<file path="src/rtl/sine_pkg.sv">
// Shared constants for the 64x8 sine lookup feeding the DAC sample path.
// The table holds one full period of an unsigned offset-binary sine:
//   TABLE[k] = floor(127.5 + 127.5*sin(2*pi*k/64) + 0.5)
// The values are literal constants, so no real arithmetic is needed at elaboration.
package sine_pkg;

  localparam int unsigned SINE_ADDR_W = 6;
  localparam int unsigned SINE_DATA_W = 8;
  localparam int unsigned SINE_DEPTH  = 2 ** SINE_ADDR_W;

  typedef logic [SINE_ADDR_W-1:0] sine_addr_t;
  typedef logic [SINE_DATA_W-1:0] sine_data_t;

  // One full period, eight samples per row. Quarter points: 0 -> 128, 16 -> 255,
  // 32 -> 128, 48 -> 0. Each half-wave is mirror-symmetric about its peak.
  localparam sine_data_t SINE_TABLE [SINE_DEPTH] = '{
    // k = 0..7
    8'd128, 8'd140, 8'd152, 8'd165, 8'd176, 8'd188, 8'd198, 8'd208,
    // k = 8..15
    8'd218, 8'd226, 8'd234, 8'd240, 8'd245, 8'd250, 8'd253, 8'd254,
    // k = 16..23
    8'd255, 8'd254, 8'd253, 8'd250, 8'd245, 8'd240, 8'd234, 8'd226,
    // k = 24..31
    8'd218, 8'd208, 8'd198, 8'd188, 8'd176, 8'd165, 8'd152, 8'd140,
    // k = 32..39
    8'd128, 8'd115, 8'd103, 8'd90,  8'd79,  8'd67,  8'd57,  8'd47,
    // k = 40..47
    8'd37,  8'd29,  8'd21,  8'd15,  8'd10,  8'd5,   8'd2,   8'd1,
    // k = 48..55
    8'd0,   8'd1,   8'd2,   8'd5,   8'd10,  8'd15,  8'd21,  8'd29,
    // k = 56..63
    8'd37,  8'd47,  8'd57,  8'd67,  8'd79,  8'd90,  8'd103, 8'd115
  };

  // Single-entry accessor so every consumer reads the table the same way.
  function automatic sine_data_t sine_lookup(input sine_addr_t idx);
    return SINE_TABLE[idx];
  endfunction

endpackage : sine_pkg

</file>
<file path="src/rtl/sine_rom.sv">
// Registered 64x8 sine ROM with read enable.
// A new sample is captured on each rising clka edge with ena=1; ena=0 holds the
// last sample. The 6-bit address covers the whole table, so a free-running
// upstream counter wrapping 63 -> 0 yields a continuous waveform.
module sine_rom
  import sine_pkg::*;
#(
  parameter int unsigned ADDR_W = SINE_ADDR_W,
  parameter int unsigned DATA_W = SINE_DATA_W
) (
  input  logic              clka,
  input  logic              rst_n,
  input  logic              ena,
  input  logic [ADDR_W-1:0] addra,
  output logic [DATA_W-1:0] douta
);

  logic [DATA_W-1:0] douta_d;
  logic [DATA_W-1:0] douta_q;

  // Next sample: table lookup when enabled, otherwise keep the current sample.
  always_comb begin
    // NOTE: default to the held value first so no path leaves douta_d unassigned (no latch).
    douta_d = douta_q;
    if (ena) begin
      douta_d = sine_lookup(addra);
    end
  end

  // Output register with asynchronous clear; reset wins over a same-cycle read.
  // NOTE: only the output register is reset; the table is constant logic and has no state to clear.
  always_ff @(posedge clka or negedge rst_n) begin
    if (!rst_n) begin
      // NOTE: non-blocking assignment for every flop update, so all registers sample pre-edge values.
      douta_q <= '0;
    end else begin
      douta_q <= douta_d;
    end
  end

  assign douta = douta_q;

endmodule : sine_rom

</file>
<file path="config.mk">
export PLATFORM = sky130hd
export DESIGN_NAME = sine_rom
export DESIGN_NICKNAME = d
export VERILOG_FILES = /design/src/rtl/sine_pkg.sv /design/src/rtl/sine_rom.sv
export SDC_FILE = /design/constraint.sdc
export NUM_CORES = 1
export LEC_CHECK = 0
export ABC_AREA = 1
export BUFFER_PORTS_ARGS = -buffer_cell sky130_fd_sc_hd__buf_2
export CAP_MARGIN = 5
export CORE_MARGIN = 8
export CORE_UTILIZATION = 56
export DETAILED_ROUTE_END_ITERATION = 12
export HOLD_SLACK_MARGIN = 0.08
export PLACE_DENSITY = 0.87
export SKIP_LAST_GASP = 1
export SLEW_MARGIN = 20
export SYNTH_ARGS = -nofsm -noshare
export SYNTH_HDL_FRONTEND = slang
export SYNTH_SLANG_ARGS = --single-unit
</file>
<file path="constraint.sdc">
create_clock -name clka -period 0.88 [get_ports clka]
set_input_delay 0.176 -clock clka [delete_from_list [all_inputs] [get_ports clka]]
set_output_delay 0.176 -clock clka [all_outputs]
set_load 0.02 [all_outputs]
</file>
==> results of run 1 <==
## what timing repair did
item / in CTS
hold buffers: 1
pin swaps: 24
gates resized for setup: 55
endpoints found under the setup margin: 16
hold endpoints to repair: 8
setup buffers: 4
## logic make-up after synthesis
kind of cell | count (synthesis) | synth area share [%]
AND/OR/NAND/NOR | 125 | 50.3
buffers and inverters | 25 | 12.8
AO/OA/AOI/OAI | 17 | 9.54
flip-flops | 8 | 19.1
adder cells (fa/ha/maj) | 7 | 8.34
## metrics by stage
| stage | area, um^2 | setup WS [ps] |
|---|---|---|
| CTS | 1550 | -125 |
| detailed placement | 1290 | -565 |
| global placement | 1290 | -536 |
| floorplan | 1120 | -306 |
## synth_stat cells (all sizes together)
cell	count	area, um^2
a21oi	7	42.5
buf	10	77.6
dfrtp	8	200
ha	7	87.6
inv	15	56.3
nand2	82	320
nand3	34	170
nor2	7	26.3
nor3	1	5.00
o211ai	1	7.51
o21ai	7	35.0
o22a	1	8.76
o22ai	1	6.26
or2	1	6.26
==> flow_summary.yaml, run 1 <==
yosys:
  yosysUniqueCellTypes: 21
  postSynthAreaPerCell_um2: 5.77
  yosysWarnings: 0
  synth-seq-cells: 8
  syn-num-nets: 198
  postSynthCellCount: 182
  yosysSeqAreaShare_pct: 19.1
  synth_area_mm2: 0.00105
clock_network:
  clock_sinks: 8
  h-tree-depth: 1
  numCtsBuffers: 3
  cts_root_buf: "clkbuf_4"
  clk_path_buf_depth: 2
place:
  gp_congestion: 1.03
  io_buffers: 16
  hpwl_mm: 2.28
  placedCellCount: 233
timing:
  grt_worst_setup_endpoint: "douta[2]$_DFFE_PN0P_/D"
  worst-ep-kind: "register input"
grt:
  grt_max_degree: 22
floorplan:
  start_util_pct: 60.1
  die-width_um: 59.3
  rows: 15
  die_h_um: 59.3
  ioPinCount: 17
outcome:
  status: "aborted with a tool error"
  first-error: "[ERROR DPL-0038] Utilization greater than 100%, impossible to legalize"
  stop_stage: "global routing"
==> run 2: changes to the inputs <==
--- a/config.mk
+++ b/config.mk
@@ -8,11 +8,10 @@
 export ABC_AREA = 1
 export BUFFER_PORTS_ARGS = -buffer_cell sky130_fd_sc_hd__buf_2
 export CAP_MARGIN = 5
-export CORE_MARGIN = 8
-export CORE_UTILIZATION = 56
+export CORE_AREA = 8 8 69 71
 export DETAILED_ROUTE_END_ITERATION = 12
-export HOLD_SLACK_MARGIN = 0.08
-export PLACE_DENSITY = 0.87
+export DIE_AREA = 0 0 77 79
+export PLACE_DENSITY_LB_ADDON = 0.15
 export SKIP_LAST_GASP = 1
 export SLEW_MARGIN = 20
 export SYNTH_ARGS = -nofsm -noshare
==> flow_summary.yaml, run 2 <==
worst_setup_path:
  worstPathArrival_ps: 1330
  cpMaxStageDelayCell: "ha_2"
  timing.rr.end: "douta[4]"
  path_max_fanout: 6
  path_common_cell: "nand2_1"
  r2r_cells: 4
  critPathTopFamily: "simple AND/OR/NAND/NOR gates"
  path_buf_inv: 3
  worstSetupStartpointType: "input pin"
  worstPathCellList: "buf_8, buf_4, buf_6, ha_2, nor2_1, nor2_1, nor2_1, nand2_1, nand2_1, nand2_1, nand2_1, nand2_1, nand2_1"
  worstSetupPathDepth: 13
  timing_worst_setup_path_type: "input pin to flop"
  r2r-start: "douta[4]"
  cp-end-kind: "flop"
  required_ps: 1050
  regToRegSetupSlack_ps: 30
  slowest_delay_ps: 180
drt:
  postRouteAntennaNets: 0
  vias: 1301
  wire_per_inst_um: 11.6
  avgViaCountPerCell: 4.70
  wl_mm: 3.20
  drc: 0
  drt_iter0_drc: 54
  drt-pass1-iter-count: 4
timing:
  timing.slew.headroom_pct: 83.3
  fin_crit_sh_pct: 132
  finalWorstPathRequiredPeriod_ps: 1160
  rsz0062_at_grt: "yes"
  worst_pin_slew_ps: 250
  maxSlewViolCount: 0
  finalSetupTns_ps: -1940
  hold_viol: 0
  finClkSkew_ps: 0
  setup_ws_ps: -279
  fmax_mhz: 863
  setup-violations-final: 16
finish:
  fin_nets: 245
  final_common_cell: "nand2_1"
  diodes: 0
  instances_no_fill: 277
  largest_register_ffs: 8
  mostFrequentLayoutCells: "nand2_1, nand3_1, buf_4, buf_6, dfrtp_1"
  drive_above_1_share_pct: 35.7
  multiInputGateArea_um2: 798
  area_growth_pct: 55.5
  fillerInstances: 413
  ff_latch_area_um2: 200
run:
  drv_cap: 0
clock_network:
  numCtsBuffers: 3
  cts_root_buf: "clkbuf_8"
  cts.clk_slew.worst_paths_ps: 40
  clk_latency_ps: 230
  clock_sinks: 8
  cts_tree: "done"
  clk_path_buf_depth: 2
  h-tree-depth: 1
power_and_ir_drop:
  max-vdd-ir-drop_uv: 310
  intPower_uw: 1140
  clkPwrFrac_pct: 24.9
  p_sw_share_pct: 35.2
  p_per_area_mw_per_mm2: 1070
  p_sw_uw: 617
  share_seq_of_total_power_pct: 25.7
  power_frac_comb_pct: 49.5
  p_leak_uw: 0.000866
yosys:
  synth-seq-cells: 8
  async_flop_share_pct: 100
  yosysWarnings: 0
  postSynthCellCount: 182
  synth_area_mm2: 0.00105
  syn-num-nets: 198
  yosys.area.top_type: "nand2_1"
  postSynthAreaPerCell_um2: 5.77
  synth_edf_count: 0
  synth_top_area_share_pct: 28.2
  ys.flop_type: "dfrtp_1"
  synth_area_leaders: "nand2_1, dfrtp_1, nand3_1"
  synth_most_common_cell: "nand2_1"
  ys_top_cells_by_count: "nand2_1, nand3_1, inv_1"
  yosysSeqAreaShare_pct: 19.1
  yosysUniqueCellTypes: 21
outcome:
  violations: "setup timing"
  status: "finished, violations left"
floorplan:
  die-width_um: 77
  core-area_mm2: 0.00380
  ioPinCount: 17
  dieArea_mm2: 0.00608
  die_h_um: 79
  start_util_pct: 27.6
  rows: 23
grt:
  grt_pass1_vias: 1307
  grt_max_degree: 21
  grt_overflow_total: 0
  grt_pass1_wl_mm: 5.82
  antenna_found_initial: 0
  track_usage_pct: 11.1
min_path:
  hp-class: "input pin to flop"
  holdCritStartpoint: "ena"
  min_to: "douta[2]"
  min_path_cells: 3
place:
  placedCellCount: 260
  gp_congestion: 0.861
  hpwl_mm: 2.46
  io_buffers: 16
run 2: final cells by class:
class	count	share of cell area (%)
clock buffers	3	2.53
inverters	15	4.75
multi-input cells	149	48.9
flip-flops and latches	8	12.3
well taps	50	3.83
repair buffers	52	27.7
run 2: power by group through the flow:
stage / combinational [uW] / sequential, uW / clock [uW]
floorplan: 390 / 504 / 0
global placement: 662 / 443 / 0
detailed placement: 658 / 445 / 0
CTS: 823 / 449 / 435
global route: 966 / 455 / 468
finish: 868 / 450 / 436
run 2: timing repair:
item	4_1_cts	5_1_grt
gates resized for setup	31	15
cloned	0	0
pin swaps	4	12
endpoints found under the setup margin	16	16
setup buffers	9	4
hold endpoints to repair	8	0
hold buffers	1	0
run 2: logic make-up after synthesis:
family	count (synthesis)	synth area share [%]
fa+ha+maj	7	8.34
flops	8	19.1
compound gates	17	9.54
simple gates	125	50.3
buf+inv	25	12.8
run 2: worst max-delay path by stage:
stage | from | end | slack, ps
finish | addra[0] | douta[2] | -280
global route | addra[0] | douta[4] | -380
CTS | addra[0] | douta[4] | -270
detailed placement | addra[0] | douta[5] | -560
global placement | addra[1] | douta[1] | -540
floorplan | addra[0] | douta[4] | -310
run 2: tightest hold or removal path: stages:
cell and delay, ps:
buf_2 130, nand2_1 70, nand2_1 50
run 2: metal layers:
| metal | up-vias | GRT usage [%] | share of wire (%) |
|---|---|---|---|
| met2 | 31 | 20.6 | 52 |
| met1 | 592 | 12.4 | 43 |
| met5 | - | 0 | 0 |
| met3 | 5 | 2.03 | 3.9 |
| met4 | 0 | 4.34 | 1.2 |
| li1 | 673 | - | - |
run 2: through the flow:
step	hold slack, ps	cell area [um^2]	worst slack [ps]	utilization [%]	total power (uW)
6_report	231	1630	-279	43.0	1760
5_1_grt	267	1630	-382	43.0	1890
3_3_place_gp	19.3	1340	-541	35.2	1100
4_1_cts	228	1560	-272	41.1	1710
2_1_floorplan	-120	1120	-306	-	894
3_5_place_dp	21.2	1340	-561	35.2	1100
Power figures use the tool's default switching activity.
==> run 3: changes to the inputs <==
--- a/config.mk
+++ b/config.mk
@@ -11,9 +11,11 @@
 export CORE_AREA = 8 8 69 71
 export DETAILED_ROUTE_END_ITERATION = 12
 export DIE_AREA = 0 0 77 79
+export GPL_TIMING_DRIVEN = 0
 export PLACE_DENSITY_LB_ADDON = 0.15
 export SKIP_LAST_GASP = 1
 export SLEW_MARGIN = 20
 export SYNTH_ARGS = -nofsm -noshare
 export SYNTH_HDL_FRONTEND = slang
 export SYNTH_SLANG_ARGS = --single-unit
+export TNS_END_PERCENT = 30
==> flow_summary.yaml, run 3 (synthesized netlist as in run 2, its figures left out) <==
outcome:
  status: "finished, violations left"
  violations: "setup timing"
clock_network:
  cts.clk_slew.worst_paths_ps: 40
  clock_sinks: 8
  cts_tree: "done"
  clk_latency_ps: 220
  h-tree-depth: 1
  clk_path_buf_depth: 2
  numCtsBuffers: 3
  cts_root_buf: "clkbuf_8"
finish:
  largest_register_ffs: 8
  mostFrequentLayoutCells: "nand2_1, nand3_1, buf_2, buf_4, inv_1"
  fin_nets: 220
  final_area_mm2: 0.00133
  diodes: 0
  instances_no_fill: 252
  final_common_cell: "nand2_1"
  drive_above_1_share_pct: 25.2
  area_growth_pct: 26.6
worst_setup_path:
  worstPathArrival_ps: 1270
  regToRegSetupSlack_ps: 210
  worstPathCellList: "buf_8, clkinvlp_4, ha_4, or2_2, nand3_2, nand2_1, nand3_1, nand2_1, nand2_1, nand2_1"
  path_common_cell: "nand2_1"
  path_buf_inv: 2
  r2r-start: "douta[7]"
  worstSetupPathDepth: 10
  timing_worst_setup_path_type: "input pin to flop"
  critPathTopFamily: "simple AND/OR/NAND/NOR gates"
  crit_start: "addra[0]"
  slowest_delay_ps: 290
  worstSetupStartpointType: "input pin"
  timing.rr.end: "douta[7]"
  path_max_fanout: 5
  cpMaxStageDelayCell: "or2_2"
  endpoint: "douta[1]"
  cp-end-kind: "flop"
  required_ps: 990
  r2r_cells: 1
min_path:
  hp-class: "input pin to flop"
floorplan:
  ioPinCount: 17
  die-width_um: 77
  start_util_pct: 27.6
  rows: 23
  die_h_um: 79
  dieArea_mm2: 0.00608
  core-area_mm2: 0.00380
drt:
  drt-pass1-iter-count: 4
  avgViaCountPerCell: 4.58
  wire_per_inst_um: 11.9
  drt_iter0_drc: 36
  vias: 1153
  drc: 0
  postRouteAntennaNets: 0
  wl_mm: 3.00
timing:
  maxSlewViolCount: 0
  hold_viol: 0
  rsz0062_at_grt: "yes"
  worst_pin_slew_ps: 249
  finClkSkew_ps: 0
  fmax_mhz: 867
  setup-violations-final: 16
  setup_ws_ps: -273
  timing.slew.headroom_pct: 83.3
  finalWorstPathRequiredPeriod_ps: 1150
  fin_crit_sh_pct: 131
place:
  placedCellCount: 244
  hpwl_mm: 2.35
  io_buffers: 12
  place_area_mm2: 0.00119
  gp_congestion: 0.831
grt:
  grt_pass1_wl_mm: 5.42
  track_usage_pct: 10.4
  grt_max_degree: 11
  grt_overflow_total: 0
  grt_pass1_vias: 1162
  antenna_found_initial: 0
power_and_ir_drop:
  power_uw: 1500
  p_per_area_mw_per_mm2: 1130
  max-vdd-ir-drop_uv: 244
  p_leak_uw: 0.000714
run:
  drv_cap: 0
==> run 3: cell type report <==
type                            instances  area, um^2
Timing Repair Buffer                   17         116
Buffer                                 10        77.6
Clock buffer                            3        41.3
Tap cell                               50        62.6
Multi-Input combinational cell        149         771
Fill cell                             446        2470
Sequential cell                         8         200
Inverter                               15        60.1
==> run 3: power by group <==
group	leakage (uW)	internal, uW	total, uW	switching [uW]
clock network	0.0000216	294	418	124
registers	0.0000959	417	439	22.2
logic	0.000596	244	645	401
total	0.000714	955	1500	547
==> run 3: worst min path at each step <==
stage	start	endpoint	cells after the start	slack, ps
after floorplan	rst_n	douta[0]	0	-120
after global placement	rst_n	douta[1]	1	20
after detailed placement	rst_n	douta[3]	1	20
after CTS	ena	douta[4]	3	240
after global routing	ena	douta[4]	3	260
final	ena	douta[4]	3	230
==> run 3: timing repair <==
item / CTS / global route
pin swaps: 7 / 5
hold buffers: 1 / 0
endpoints found under the setup margin: 16 / 16
resized for setup: 12 / 8
gates cloned: 0 / 0
setup buffers: 4 / 0
hold endpoints to repair: 8 / 0
==> run 3: per-stage QoR <==
stage / utilization, % / hold slack, ps / setup WS (ps) / TNS [ps]
2_1_floorplan: - / -120 / -308 / -1770
3_3_place_gp: 31.3 / 21.4 / -658 / -4470
3_5_place_dp: 31.3 / 21.0 / -647 / -4370
4_1_cts: 34.4 / 237 / -301 / -2130
5_1_grt: 35.0 / 262 / -402 / -3130
6_report: 35.0 / 232 / -273 / -2040
==> run 3: layer usage <==
| layer | vias up | GRT usage, % | wire [um] |
|---|---|---|---|
| li1 | 621 | - | - |
| met1 | 501 | 13.6 | 1430 |
| met2 | 29 | 17.2 | 1380 |
| met3 | 2 | 1.69 | 173 |
| met4 | 0 | 2.83 | 16 |
| met5 | - | 0 | 0 |
==> run 4: changes to the inputs <==
--- a/config.mk
+++ b/config.mk
@@ -12,7 +12,7 @@
 export DETAILED_ROUTE_END_ITERATION = 12
 export DIE_AREA = 0 0 77 79
 export GPL_TIMING_DRIVEN = 0
-export PLACE_DENSITY_LB_ADDON = 0.15
+export PLACE_DENSITY = 0.52
 export SKIP_LAST_GASP = 1
 export SLEW_MARGIN = 20
 export SYNTH_ARGS = -nofsm -noshare
==> flow_summary.yaml, run 4 (synthesized netlist as in run 2, its figures left out) <==
power_and_ir_drop:
  power_uw: 1520
  p_per_area_mw_per_mm2: 1140
  p_leak_uw: 0.000721
  max-vdd-ir-drop_uv: 410
worst_setup_path:
  slowest_delay_ps: 290
  path_common_cell: "nand2_1"
  cp-end-kind: "flop"
  worstPathCellList: "buf_12, inv_8, ha_4, nand2_4, o21ai_2, inv_1, nand2_1, nand2_1, nand2_1, nand2_1, nand2_1, nand2_1"
  cpMaxStageDelayCell: "ha_4"
  worstPathArrival_ps: 1150
  required_ps: 990
  timing_worst_setup_path_type: "input pin to flop"
  worstSetupStartpointType: "input pin"
  path_max_fanout: 7
floorplan:
  die_h_um: 79
  core-area_mm2: 0.00380
  ioPinCount: 17
  die-width_um: 77
  dieArea_mm2: 0.00608
  start_util_pct: 27.6
  rows: 23
place:
  gp_congestion: 0.893
  hpwl_mm: 2.35
  place_area_mm2: 0.00119
  io_buffers: 12
  placedCellCount: 244
grt:
  track_usage_pct: 10.7
  groute.layer.met1.usage_pct: 13.2
  grt_overflow_total: 0
  grt_max_degree: 11
  grt_pass1_vias: 1185
  met3_usage_pct: 1.92
  antenna_found_initial: 0
  grt-busiest-layer: "met2"
  grt_pass1_wl_mm: 5.49
  met2_usage_pct: 18.5
clock_network:
  clk_path_buf_depth: 2
  cts.clk_slew.worst_paths_ps: 40
  cts_tree: "done"
  cts_root_buf: "clkbuf_8"
  numCtsBuffers: 3
  clock_sinks: 8
  h-tree-depth: 1
  clk_latency_ps: 220
outcome:
  violations: "setup timing"
  status: "finished, violations left"
finish:
  final_area_mm2: 0.00134
  drive_above_1_share_pct: 22.5
  instances_no_fill: 250
  diodes: 0
  area_growth_pct: 27.5
  largest_register_ffs: 8
  fin_nets: 218
  final_common_cell: "nand2_1"
  mostFrequentLayoutCells: "nand2_1, nand3_1, buf_2, inv_1, buf_4"
timing:
  finalSetupTns_ps: -1130
  worst_hold_slack_ps: 237
  setup_ws_ps: -160
  maxSlewViolCount: 0
  worst_pin_slew_ps: 233
  hold_viol: 0
  finClkSkew_ps: 0
  fmax_mhz: 961
  timing.slew.headroom_pct: 84.4
  fin_crit_sh_pct: 118
  finalWorstPathRequiredPeriod_ps: 1040
  setup-violations-final: 15
  rsz0062_at_grt: "yes"
min_path:
  hp-class: "input pin to flop"
drt:
  drt_iter0_drc: 74
  wire_per_inst_um: 12.1
  wl_mm: 3.03
  avgViaCountPerCell: 4.70
  drc: 0
  drt-pass1-iter-count: 7
  vias: 1176
  postRouteAntennaNets: 0
run:
  drv_cap: 0
run 4: changes by cell type in the layout (fill, tap and decap cells not counted), moves of 2 or more:
cell,delta
inv_2,-3
buf_12,+2
buf_6,-2
ha_1,+2
ha_2,-2
nand2_1,+2
nand2_2,-2
nor2_1,-2
nor2_2,+2
run 4: final cells by class:
| type | count | area, um^2 |
|---|---|---|
| Clock buffer | 3 | 41.3 |
| Fill cell | 435 | 2460 |
| Inverter | 15 | 71.3 |
| Timing Repair Buffer | 15 | 115 |
| Buffer | 10 | 83.8 |
| Tap cell | 50 | 62.6 |
| Multi-Input combinational cell | 149 | 764 |
| Sequential cell | 8 | 200 |
run 4: worst max-delay path, delay by kind of cell:
family / cells / cell delay, ps
AO/OA/AOI/OAI: 1 / 120
AND/OR/NAND/NOR: 7 / 350
adder cells (fa/ha/maj): 1 / 290
buffers and inverters: 3 / 220
run 4: repair_timing:
item | in CTS | in global routing
gates resized for setup | 24 | 5
hold buffers | 1 | 0
hold endpoints to repair | 8 | 0
pin swaps | 3 | 5
endpoints found under the setup margin | 16 | 15
buffers inserted | 1 | 1
run 4: stage by stage:
step,worst slack (ps),utilization (%)
after floorplan,-308,-
after global placement,-712,31.3
after detailed placement,-670,31.3
after CTS,-158,34.8
after global routing,-269,35.2
final,-160,35.2
run 4: power breakdown:
group          leakage, uW  internal [uW]  switching [uW]  total (uW)
combinational     0.000604            249             403         652
clock            0.0000216            295             134         429
sequential       0.0000959            416            23.6         440
total             0.000721            961             561        1520
run 4: routing by layer:
metal / share of wire [%] / wire length, um / up-vias
met2: 48 / 1450 / 37
met4: 1.3 / 39 / 0
met1: 46 / 1400 / 513
li1: - / - / 620
met5: 0 / 0 / -
met3: 4.7 / 143 / 6
run 4: worst paths after layout:
check / startpoint / endpoint / slack [ps] / depth (start not counted)
max: addra[1] / douta[4] / -160 / 12
min: ena / douta[2] / 240 / 3
max reg2reg: douta[7] / douta[7] / 200 / 1
min reg2reg: douta[2] / douta[2] / 470 / 2
max in group asynchronous: rst_n / douta[6] / 400 / 2
min in group asynchronous: rst_n / douta[7] / 320 / 2
